### src/rtl/sd_level_pkg.sv
// Shared definitions for the sigma-delta level/event detector:
// default parameter values and the detector state encoding.
package sd_level_pkg;

   localparam int unsigned SD_WIDTH_DEF = 16;
   localparam int unsigned SD_QUAL_DEF  = 4;
   localparam int unsigned SD_HOLD_DEF  = 8;
   localparam int unsigned SD_LEN_W_DEF = 16;

   typedef enum logic [1:0] {
      ST_IDLE   = 2'd0,
      ST_ARMING = 2'd1,
      ST_ACTIVE = 2'd2,
      ST_HOLD   = 2'd3
   } sd_state_e;

endpackage

### src/rtl/sd_sat_counter.sv
// Up-counter with synchronous clear that sticks at all-ones.
// With clr and inc together the count restarts at 1 (clear, then count this sample).
module sd_sat_counter #(
   parameter int unsigned W = 4
) (
   input  logic         clk,
   input  logic         rst,
   input  logic         clr,
   input  logic         inc,
   output logic [W-1:0] q
);

   logic [W-1:0] q_q;
   logic [W-1:0] q_d;

   always_comb begin
      q_d = clr ? '0 : q_q;
      if (inc && !(&q_d)) begin
         q_d = q_d + W'(1);
      end
   end

   always_ff @(posedge clk) begin
      if (rst) begin
         q_q <= '0;
      end else begin
         q_q <= q_d;
      end
   end

   assign q = q_q;

endmodule

### src/rtl/sd_level_detect.sv
// Level event detector: qualifies a run of high magnitude samples into an event,
// releases it after a run of low samples, and reports the event's peak and length.
module sd_level_detect
   import sd_level_pkg::*;
#(
   parameter int unsigned WIDTH = SD_WIDTH_DEF,
   parameter int unsigned QUAL  = SD_QUAL_DEF,
   parameter int unsigned HOLD  = SD_HOLD_DEF,
   parameter int unsigned LEN_W = SD_LEN_W_DEF
) (
   input  logic             clk,
   input  logic             rst,
   input  logic             en,
   input  logic [WIDTH-1:0] mag,
   input  logic [WIDTH-1:0] onThresh,
   input  logic [WIDTH-1:0] offThresh,
   output logic             active,
   output logic [WIDTH-1:0] peak,
   output logic [LEN_W-1:0] eventLen,
   output logic             resultValid
);

   localparam int unsigned CNT_MAX = (QUAL > HOLD) ? QUAL : HOLD;
   localparam int unsigned CNT_W   = $clog2(CNT_MAX) + 1;
   localparam logic [CNT_W-1:0] QUAL_C = CNT_W'(QUAL);
   localparam logic [CNT_W-1:0] HOLD_C = CNT_W'(HOLD);

   sd_state_e        state_q, state_d;
   logic [WIDTH-1:0] run_peak_q, run_peak_d;
   logic             active_q, active_d;
   logic [WIDTH-1:0] peak_q, peak_d;
   logic [LEN_W-1:0] event_len_q, event_len_d;
   logic             result_valid_q, result_valid_d;

   logic             cnt_clr, cnt_inc;
   logic             len_clr, len_inc;
   logic [CNT_W-1:0] qh_cnt;
   logic [LEN_W-1:0] run_len;

   logic             above_on, below_off, finish;
   logic [WIDTH-1:0] peak_max;
   logic [LEN_W-1:0] len_next;

   // One counter serves both qualification (ARMING) and hold (HOLD); the two never overlap.
   sd_sat_counter #(.W(CNT_W)) u_qh_cnt (
      .clk (clk),
      .rst (rst),
      .clr (cnt_clr),
      .inc (cnt_inc),
      .q   (qh_cnt)
   );

   sd_sat_counter #(.W(LEN_W)) u_run_len (
      .clk (clk),
      .rst (rst),
      .clr (len_clr),
      .inc (len_inc),
      .q   (run_len)
   );

   always_comb begin
      state_d        = state_q;
      run_peak_d     = run_peak_q;
      peak_d         = peak_q;
      event_len_d    = event_len_q;
      result_valid_d = 1'b0;
      cnt_clr        = 1'b0;
      cnt_inc        = 1'b0;
      len_clr        = 1'b0;
      len_inc        = 1'b0;
      finish         = 1'b0;

      above_on  = (mag > onThresh);
      below_off = (mag < offThresh);
      peak_max  = (mag > run_peak_q) ? mag : run_peak_q;
      // Length including the current sample, for the finishing cycle.
      len_next  = (&run_len) ? run_len : run_len + LEN_W'(1);

      if (en) begin
         unique case (state_q)
            ST_IDLE: begin
               if (above_on) begin
                  run_peak_d = mag;
                  len_clr    = 1'b1;
                  len_inc    = 1'b1;
                  cnt_clr    = 1'b1;
                  if (QUAL == 1) begin
                     state_d = ST_ACTIVE;
                  end else begin
                     state_d = ST_ARMING;
                     cnt_inc = 1'b1;
                  end
               end
            end
            ST_ARMING: begin
               run_peak_d = peak_max;
               len_inc    = 1'b1;
               if (above_on) begin
                  if ((qh_cnt + CNT_W'(1)) == QUAL_C) begin
                     state_d = ST_ACTIVE;
                     cnt_clr = 1'b1;
                  end else begin
                     cnt_inc = 1'b1;
                  end
               end else begin
                  state_d = ST_IDLE;
                  cnt_clr = 1'b1;
               end
            end
            ST_ACTIVE: begin
               run_peak_d = peak_max;
               len_inc    = 1'b1;
               if (below_off) begin
                  if (HOLD == 1) begin
                     finish = 1'b1;
                  end else begin
                     state_d = ST_HOLD;
                     cnt_clr = 1'b1;
                     cnt_inc = 1'b1;
                  end
               end
            end
            ST_HOLD: begin
               run_peak_d = peak_max;
               len_inc    = 1'b1;
               if (!below_off) begin
                  state_d = ST_ACTIVE;
                  cnt_clr = 1'b1;
               end else if ((qh_cnt + CNT_W'(1)) == HOLD_C) begin
                  finish = 1'b1;
               end else begin
                  cnt_inc = 1'b1;
               end
            end
            default: begin
               state_d = ST_IDLE;
               cnt_clr = 1'b1;
            end
         endcase

         if (finish) begin
            state_d        = ST_IDLE;
            cnt_clr        = 1'b1;
            peak_d         = peak_max;
            event_len_d    = len_next;
            result_valid_d = 1'b1;
         end
      end

      active_d = (state_d == ST_ACTIVE) || (state_d == ST_HOLD);
   end

   always_ff @(posedge clk) begin
      if (rst) begin
         state_q        <= ST_IDLE;
         run_peak_q     <= '0;
         active_q       <= 1'b0;
         peak_q         <= '0;
         event_len_q    <= '0;
         result_valid_q <= 1'b0;
      end else begin
         state_q        <= state_d;
         run_peak_q     <= run_peak_d;
         active_q       <= active_d;
         peak_q         <= peak_d;
         event_len_q    <= event_len_d;
         result_valid_q <= result_valid_d;
      end
   end

   assign active      = active_q;
   assign peak        = peak_q;
   assign eventLen    = event_len_q;
   assign resultValid = result_valid_q;

endmodule

### config.mk
export PLATFORM = sky130hd
export DESIGN_NAME = sd_level_detect
export DESIGN_NICKNAME = d
export VERILOG_FILES = /design/src/rtl/sd_level_pkg.sv /design/src/rtl/sd_sat_counter.sv /design/src/rtl/sd_level_detect.sv
export SDC_FILE = /design/constraint.sdc
export NUM_CORES = 1
export LEC_CHECK = 0
export ABC_AREA = 1
export ABC_CLOCK_PERIOD_IN_PS = 3400
export BUFFER_PORTS_ARGS = -buffer_cell sky130_fd_sc_hd__buf_4
export CAP_MARGIN = 20
export CORE_MARGIN = 4
export CORE_UTILIZATION = 50
export CTS_CLUSTER_SIZE = 12
export DETAILED_ROUTE_END_ITERATION = 16
export PLACE_DENSITY = 0.69
export REMOVE_ABC_BUFFERS = 1
export SKIP_LAST_GASP = 1
export SYNTH_ARGS = -nofsm -noshare
export SYNTH_HDL_FRONTEND = slang
export SYNTH_SLANG_ARGS = --single-unit
### constraint.sdc
create_clock -name clk -period 3.4 [get_ports clk]
set_input_delay 0.34 -clock clk [delete_from_list [all_inputs] [get_ports clk]]
set_output_delay 0.34 -clock clk [all_outputs]
set_load 0.03 [all_outputs]
==> results of run 1 <==
==> how the worst min path moves through the flow <==
stage                         start                    endpoint  cells past startpoint
2_1_floorplan                   rst   u_run_len.q[5]$_SDFF_PP0_                      1
3_3_place_gp   peak[4]$_SDFFE_PP0P_        peak[4]$_SDFFE_PP0P_                      2
3_5_place_dp   peak[5]$_SDFFE_PP0P_        peak[5]$_SDFFE_PP0P_                      2
4_1_cts                      mag[0]  run_peak_q[0]$_SDFFE_PP0P_                      5
5_1_grt                      mag[0]  run_peak_q[0]$_SDFFE_PP0P_                      5
6_report                     mag[0]  run_peak_q[0]$_SDFFE_PP0P_                      5
==> layer usage <==
metal	GRT usage	up-vias	routed length [µm]
met3	0.0376	16	733
li1	-	2660	-
met5	0	-	0
met1	0.310	2310	6230
met2	0.388	147	6120
met4	0.0649	0	159
==> stage by stage <==
| stage | instance area [µm²] | setup WS (ns) | cells | power (mW) |
|---|---|---|---|---|
| floorplan | 4910 | 0.689 | 763 | 1.21 |
| global placement | 5790 | 0.424 | 990 | 1.36 |
| detailed placement | 5790 | 0.324 | 990 | 1.38 |
| CTS | 5990 | 0.692 | 1006 | 2.10 |
| global route | 5990 | 0.343 | 1006 | 2.21 |
| finish | 5990 | 0.619 | 1006 | 2.08 |
==> worst register-to-register path, delay by kind of cell (launching register included) <==
kind,cells,cell delay [ns]
compound gates,3,0.71
fa+ha+maj,1,0.29
buf+inv,3,0.15
flops,1,0.33
simple gates,8,0.75
==> sequential cells by signal, indices dropped and copies added (netlist names) <==
name         flops
eventLen        16
peak            16
run_peak_q      16
u_run_len.q     16
u_qh_cnt.q       4
state_q          2
active           1
resultValid      1
==> kinds of logic (layout without fill, tap and decap cells) <==
group / after synthesis / count (layout)
AND/OR/NAND/NOR: 403 / 403
buffers and inverters: 156 / 239
AO/OA/AOI/OAI: 97 / 97
flip-flops: 72 / 72
adder cells (fa/ha/maj): 50 / 50
XOR/XNOR: 11 / 11
multiplexers: 1 / 1
==> power breakdown <==
part	switching [mW]	internal [mW]	total, mW
Sequential	0.0188	0.871	0.890
Clock	0.336	0.381	0.716
Combinational	0.294	0.179	0.473
Total	0.649	1.43	2.08
==> synth_stat cells (all sizes together) <==
cell and number:
nand2 234, inv 127, nand3 75, dfxtp 72
nor2 64, a21oi 61, ha 50, o21ai 29
clkbuf 14, nand4 14, buf 13, nor3 13
xor2 7, xnor2 4, clkinv 2, o21bai 2
mux2i 1, nand3b 1, nor4 1, o211ai 1
o21a 1, o221ai 1, o31ai 1, o32ai 1
or2 1
==> cell type report <==
type | instances | area share
Clock buffer | 12 | 0.0259
Clock inverter | 4 | 0.00856
Inverter | 129 | 0.0808
Multi-Input combinational cell | 562 | 0.499
Sequential cell | 72 | 0.241
Tap cell | 133 | 0.0278
Timing Repair Buffer | 94 | 0.118
==> impl_metrics.csv, run 1 <==
group,metric,value,unit
logic_synthesis,ys_top_cells_by_area,"dfxtp_1, nand2_1, ha_1, inv_1, nand3_1",
detailed_routing,postRouteAntennaNets,0,
worst_setup_path,ff2ff_path_depth,15,
cells_and_area,nFillCells,949,
placement,gp_congestion,0.871,
flow_run,drv_cap,0,
placement,portBuffers,84,
worst_setup_path,critical_path_depth,19,
clock_tree,cts_max_path_buffers,2,
worst_setup_path,cp_common_cell,"nand2_1",
clock_tree,insertion_delay,0.35,ns
logic_synthesis,postSynthAreaPerCell,6.40,µm²
clock_tree,cts_setup_buffers,0,
logic_synthesis,synth-seq-cells,72,
detailed_routing,wl,13200,µm
logic_synthesis,synth_top_family_by_area,"simple AND/OR/NAND/NOR gates",
worst_setup_path,rr_startpoint,"run_peak_q[1]$_SDFFE_PP0P_",
cells_and_area,final_util,0.610,
power,power_density,347,nW/µm²
worst_setup_path,startpoint_type,"primary input",
detailed_routing,viasPerCell,5.10,
global_route,grt-ovfl-total,0,
cells_and_area,final_nets,969,
worst_setup_path,r2r-end,"run_peak_q[0]$_SDFFE_PP0P_",
floorplan,fp.dieArea,11800,µm²
cells_and_area,multi_input_area,2990,µm²
logic_synthesis,ys_warn_count,0,
timing,rsz0062_at_grt,"no",
timing,relSlewSlack,0.646,
floorplan,start_util,0.515,
clock_tree,root_buffer,"clkbuf_8",
global_route,grt_pass1_wl,22000,µm
detailed_routing,drtIter0Drc,318,
clock_tree,htreeDepth,3,
logic_synthesis,ys_types,38,
logic_synthesis,postSynthCellCount,790,
clock_tree,cts_hold_buf,0,
logic_synthesis,synth-xor-area-share,0.0191,
logic_synthesis,synth.top_cell.area_share,0.285,
global_route,antenna_found_initial,0,
logic_synthesis,yosysSeqAreaShare,0.285,
logic_synthesis,synth_fa_ha_area_frac,0.124,
timing,min_period,2.78,ns
worst_setup_path,crit_type,"primary input to flip-flop",
worst_setup_path,end_kind,"flip-flop",
cells_and_area,antenna_cells,0,
detailed_routing,vias,5133,
min_path,min_path_type,"primary input to flip-flop",
worst_setup_path,critPathRequiredTime,3.65,ns
global_route,track_usage,0.232,
power,vdd_drop_max,0.210,mV
cells_and_area,final_common_cell,"nand2_1",
timing,fin_worst_skew,0.00761,ns
cells_and_area,drive_gt1_frac,0.151,
worst_setup_path,arrival,3.03,ns
worst_setup_path,crit_buf_inv,5,
worst_setup_path,crit_family,"simple AND/OR/NAND/NOR gates",
worst_setup_path,worstPathCellList,"buf_4, ha_1, nand2_1, inv_1, nand2_1, nand2_1, a21oi_1, nand3_2, nand4_4, nand2_1, inv_1, ha_1, nand2_1, inv_1, nand4_1, o21ai_2, o21ai_0, inv_1, nor2_1",
detailed_routing,drt_pass1_iterations,5,
floorplan,die_h,109,µm
logic_synthesis,synth-compound-area-share,0.101,
logic_synthesis,muxShareOfSynthArea,0.00198,
logic_synthesis,syn-cell-area,5050,µm²
floorplan,ioPinCount,85,
timing,post-route-period-util,0.818,
worst_setup_path,max_stage_delay,0.50,ns
timing,slew_viol_final,0,
timing,tightest_slew,0.528,ns
worst_setup_path,cp_max_fo,14,
global_route,first_global_vias,4824,
detailed_routing,wl_per_cell,13.2,µm
worst_setup_path,worstSetupEndpoint,"u_run_len.q[13]$_SDFF_PP0_",
cells_and_area,regArea,1440,µm²
logic_synthesis,synth-simple-area-share,0.345,
floorplan,core-area,9820,µm²
worst_setup_path,slowest_stage,"o21ai_2",
clock_tree,cts_tree,"yes",
floorplan,num_rows,36,
worst_setup_path,crit_start,"mag[11]",
clock_tree,cts_resized,0,
clock_tree,cts_made_buffers,9,
cells_and_area,layout_common_cells,"nand2_1, inv_1, buf_4",
placement,dp_hpwl,9740,µm
timing,hold_viol_final,0,
timing,fin_tns_setup,0,ns
floorplan,die_w,109,µm
status,outcome,"finished, final reports clean",
power,p_leak,3.16,nW
worst_setup_path,ff2ff_setup_slack,1.13,ns
timing,fmax,0.360,GHz
clock_tree,clock-sinks,72,
detailed_routing,drc,0,
logic_synthesis,synth_top_cell_by_area,"dfxtp_1",
clock_tree,clkTransAtPathRegs,0.08,ns
cells_and_area,area_delta_synth_final,18.6,%
timing,holdWs,0.298,ns
timing,setup_viol,0,
global_route,grt_max_degree,38,
Note: power is estimated with default switching activity, not from simulation.
==> run 2: changes to the inputs <==
--- a/config.mk
+++ b/config.mk
@@ -6,14 +6,14 @@
 export NUM_CORES = 1
 export LEC_CHECK = 0
 export ABC_AREA = 1
-export ABC_CLOCK_PERIOD_IN_PS = 3400
+export ABC_CLOCK_PERIOD_IN_PS = 2300
 export BUFFER_PORTS_ARGS = -buffer_cell sky130_fd_sc_hd__buf_4
 export CAP_MARGIN = 20
 export CORE_MARGIN = 4
 export CORE_UTILIZATION = 50
 export CTS_CLUSTER_SIZE = 12
 export DETAILED_ROUTE_END_ITERATION = 16
-export PLACE_DENSITY = 0.69
+export PLACE_DENSITY = 0.72
 export REMOVE_ABC_BUFFERS = 1
 export SKIP_LAST_GASP = 1
 export SYNTH_ARGS = -nofsm -noshare
==> constraint.sdc (replaced) <==
create_clock -name clk -period 2.3 [get_ports clk]
set_input_delay 0.23 -clock clk [delete_from_list [all_inputs] [get_ports clk]]
set_output_delay 0.23 -clock clk [all_outputs]
set_load 0.03 [all_outputs]
==> impl_metrics.csv, run 2 (synthesis gave the netlist of run 1 again) <==
group,metric,value,unit
status,outcome,"finished, final reports clean",
clock_tree,root_buffer,"clkbuf_8",
min_path,hold_depth,3,
timing,post-route-period-util,0.974,
min_path,min_path_type,"primary input to flip-flop",
global_route,first_global_vias,5266,
worst_setup_path,r2r-end,"run_peak_q[11]$_SDFFE_PP0P_",
clock_tree,insertion_delay,0.35,ns
cells_and_area,layout_common_cells,"nand2_1, buf_4, inv_1",
worst_setup_path,startpoint_type,"primary input",
timing,tightest_slew,0.438,ns
clock_tree,cts_max_path_buffers,2,
timing,fin_worst_skew,0.0153,ns
power,power_density,465,nW/µm²
timing,holdWs,0.266,ns
floorplan,fp.dieArea,11800,µm²
detailed_routing,viasPerCell,5.32,
worst_setup_path,critPathRequiredTime,2.59,ns
global_route,grt-ovfl-total,0,
global_route,grt_pass1_wl,23100,µm
clock_tree,cts_tree,"yes",
timing,fmax,0.447,GHz
cells_and_area,area_delta_synth_final,38.3,%
power,intPower,2.18,mW
floorplan,core-area,9820,µm²
power,power.share.sequential,0.404,
min_path,min_to,"state_q[1]$_SDFF_PP0_",
clock_tree,clock-sinks,72,
timing,relSlewSlack,0.708,
detailed_routing,drtIter0Drc,309,
global_route,grt_max_degree,47,
cells_and_area,drive_gt1_frac,0.300,
power,vdd_drop_max,0.291,mV
worst_setup_path,arrival,2.53,ns
cells_and_area,final_nets,1024,
cells_and_area,final_area,6990,µm²
global_route,antenna_found_initial,0,
timing,min_period,2.24,ns
worst_setup_path,end_kind,"flip-flop",
detailed_routing,vias,5635,
floorplan,die_w,109,µm
timing,rsz0062_at_grt,"yes",
cells_and_area,final_common_cell,"nand2_1",
timing,hold_viol_final,0,
worst_setup_path,crit_type,"primary input to flip-flop",
clock_tree,htreeDepth,3,
timing,setup_viol,0,
clock_tree,cts_made_buffers,9,
min_path,hp-start,"en",
worst_setup_path,ff2ff_path_depth,16,
worst_setup_path,rr_startpoint,"run_peak_q[1]$_SDFFE_PP0P_",
placement,dp_hpwl,10800,µm
placement,dpl_cell_area,6130,µm²
power,switchingPower,1.06,mW
floorplan,die_h,109,µm
worst_setup_path,cp_max_fo,4,
detailed_routing,drc,0,
power,pwr-share-comb,0.301,
power,switching_share,0.328,
detailed_routing,wl,15500,µm
timing,slew_viol_final,0,
flow_run,drv_cap,0,
floorplan,num_rows,36,
power,power.clock.fraction,0.295,
floorplan,ioPinCount,85,
detailed_routing,postRouteAntennaNets,0,
detailed_routing,drt_pass1_iterations,7,
placement,portBuffers,84,
floorplan,start_util,0.515,
power,p_leak,3.47,nW
global_route,track_usage,0.242,
clock_tree,clkTransAtPathRegs,0.08,ns
detailed_routing,wl_per_cell,14.6,µm
placement,gp_congestion,0.831,
worst_setup_path,ff2ff_setup_slack,0.15,ns
cells_and_area,antenna_cells,0,
-- run 2: metal layers --
layer | up-vias | routed length [µm] | part of all wire | global-route usage
met5 | - | 0 | 0 | 0
li1 | 2780 | - | - | -
met2 | 234 | 7850 | 0.51 | 0.428
met3 | 48 | 960 | 0.062 | 0.0376
met4 | 0 | 486 | 0.031 | 0.107
met1 | 2573 | 6200 | 0.40 | 0.288
-- run 2: power groups by stage --
stage	clock (mW)	combinational, mW	sequential [mW]
after floorplan	0	0.448	1.34
after global placement	0	0.738	1.34
after detailed placement	0	0.771	1.34
after CTS	0.967	0.786	1.31
after global routing	1.01	1.09	1.32
final	0.958	0.977	1.31
-- run 2: how the worst max path moves through the flow --
| stage | slack [ns] | to | cells after the start | startpoint |
|---|---|---|---|---|
| global placement | -0.34 | u_qh_cnt.q[1]$_SDFF_PP0_ | 20 | mag[7] |
| CTS | 0.001 | u_qh_cnt.q[2]$_SDFF_PP0_ | 24 | mag[15] |
| finish | 0.06 | u_qh_cnt.q[0]$_SDFF_PP0_ | 21 | mag[5] |
| floorplan | -0.30 | u_qh_cnt.q[0]$_SDFF_PP0_ | 24 | onThresh[11] |
| detailed placement | -0.53 | u_qh_cnt.q[0]$_SDFF_PP0_ | 21 | mag[7] |
| global route | -0.17 | u_qh_cnt.q[0]$_SDFF_PP0_ | 23 | offThresh[5] |
-- run 2: metrics by stage --
step / utilization / setup TNS, ns / total power [mW] / worst slack (ns) / cells
detailed placement: 0.625 / -10.76 / 2.11 / -0.531 / 1033
floorplan: - / -5.55 / 1.78 / -0.301 / 763
CTS: 0.646 / 0 / 3.06 / 0.00132 / 1047
global placement: 0.625 / -7.86 / 2.08 / -0.336 / 1033
global route: 0.712 / -1.56 / 3.41 / -0.171 / 1059
finish: 0.712 / 0 / 3.25 / 0.0607 / 1059
-- run 2: repair_timing --
item / in CTS / in global routing
hold buffers: 0 / 0
setup endpoints to repair: 18 / 47
resized for setup: 7 / 126
pin swaps: 6 / 51
hold endpoints to repair: 0 / 0
cloned: 0 / 1
setup buffers: 1 / 12
-- run 2: area by class of cell --
cell class | instances | area [µm²]
flip-flops and latches | 72 | 1440
multi-input cells | 563 | 3530
inverters | 129 | 492
clock inverters | 5 | 50.0
well taps | 133 | 166
fillers | 806 | 2830
repair buffers | 148 | 1180
clock buffers | 9 | 124
-- run 2: critical path, stage by stage --
cell and delay, ns:
buf_8 0.11, ha_4 0.27, nand4_1 0.16, nor3_4 0.27, nand2_2 0.14, nand2_4 0.11, nand2_4 0.05, nand2_4 0.09
nor2_4 0.03, nand2_2 0.08, nand2_4 0.08, nor2_4 0.14, ha_4 0.15, nand2_2 0.06, inv_2 0.06, nand4_1 0.11
nand2_2 0.12, inv_2 0.05, nand2_1 0.06, nand2_1 0.05, nor2_1 0.10
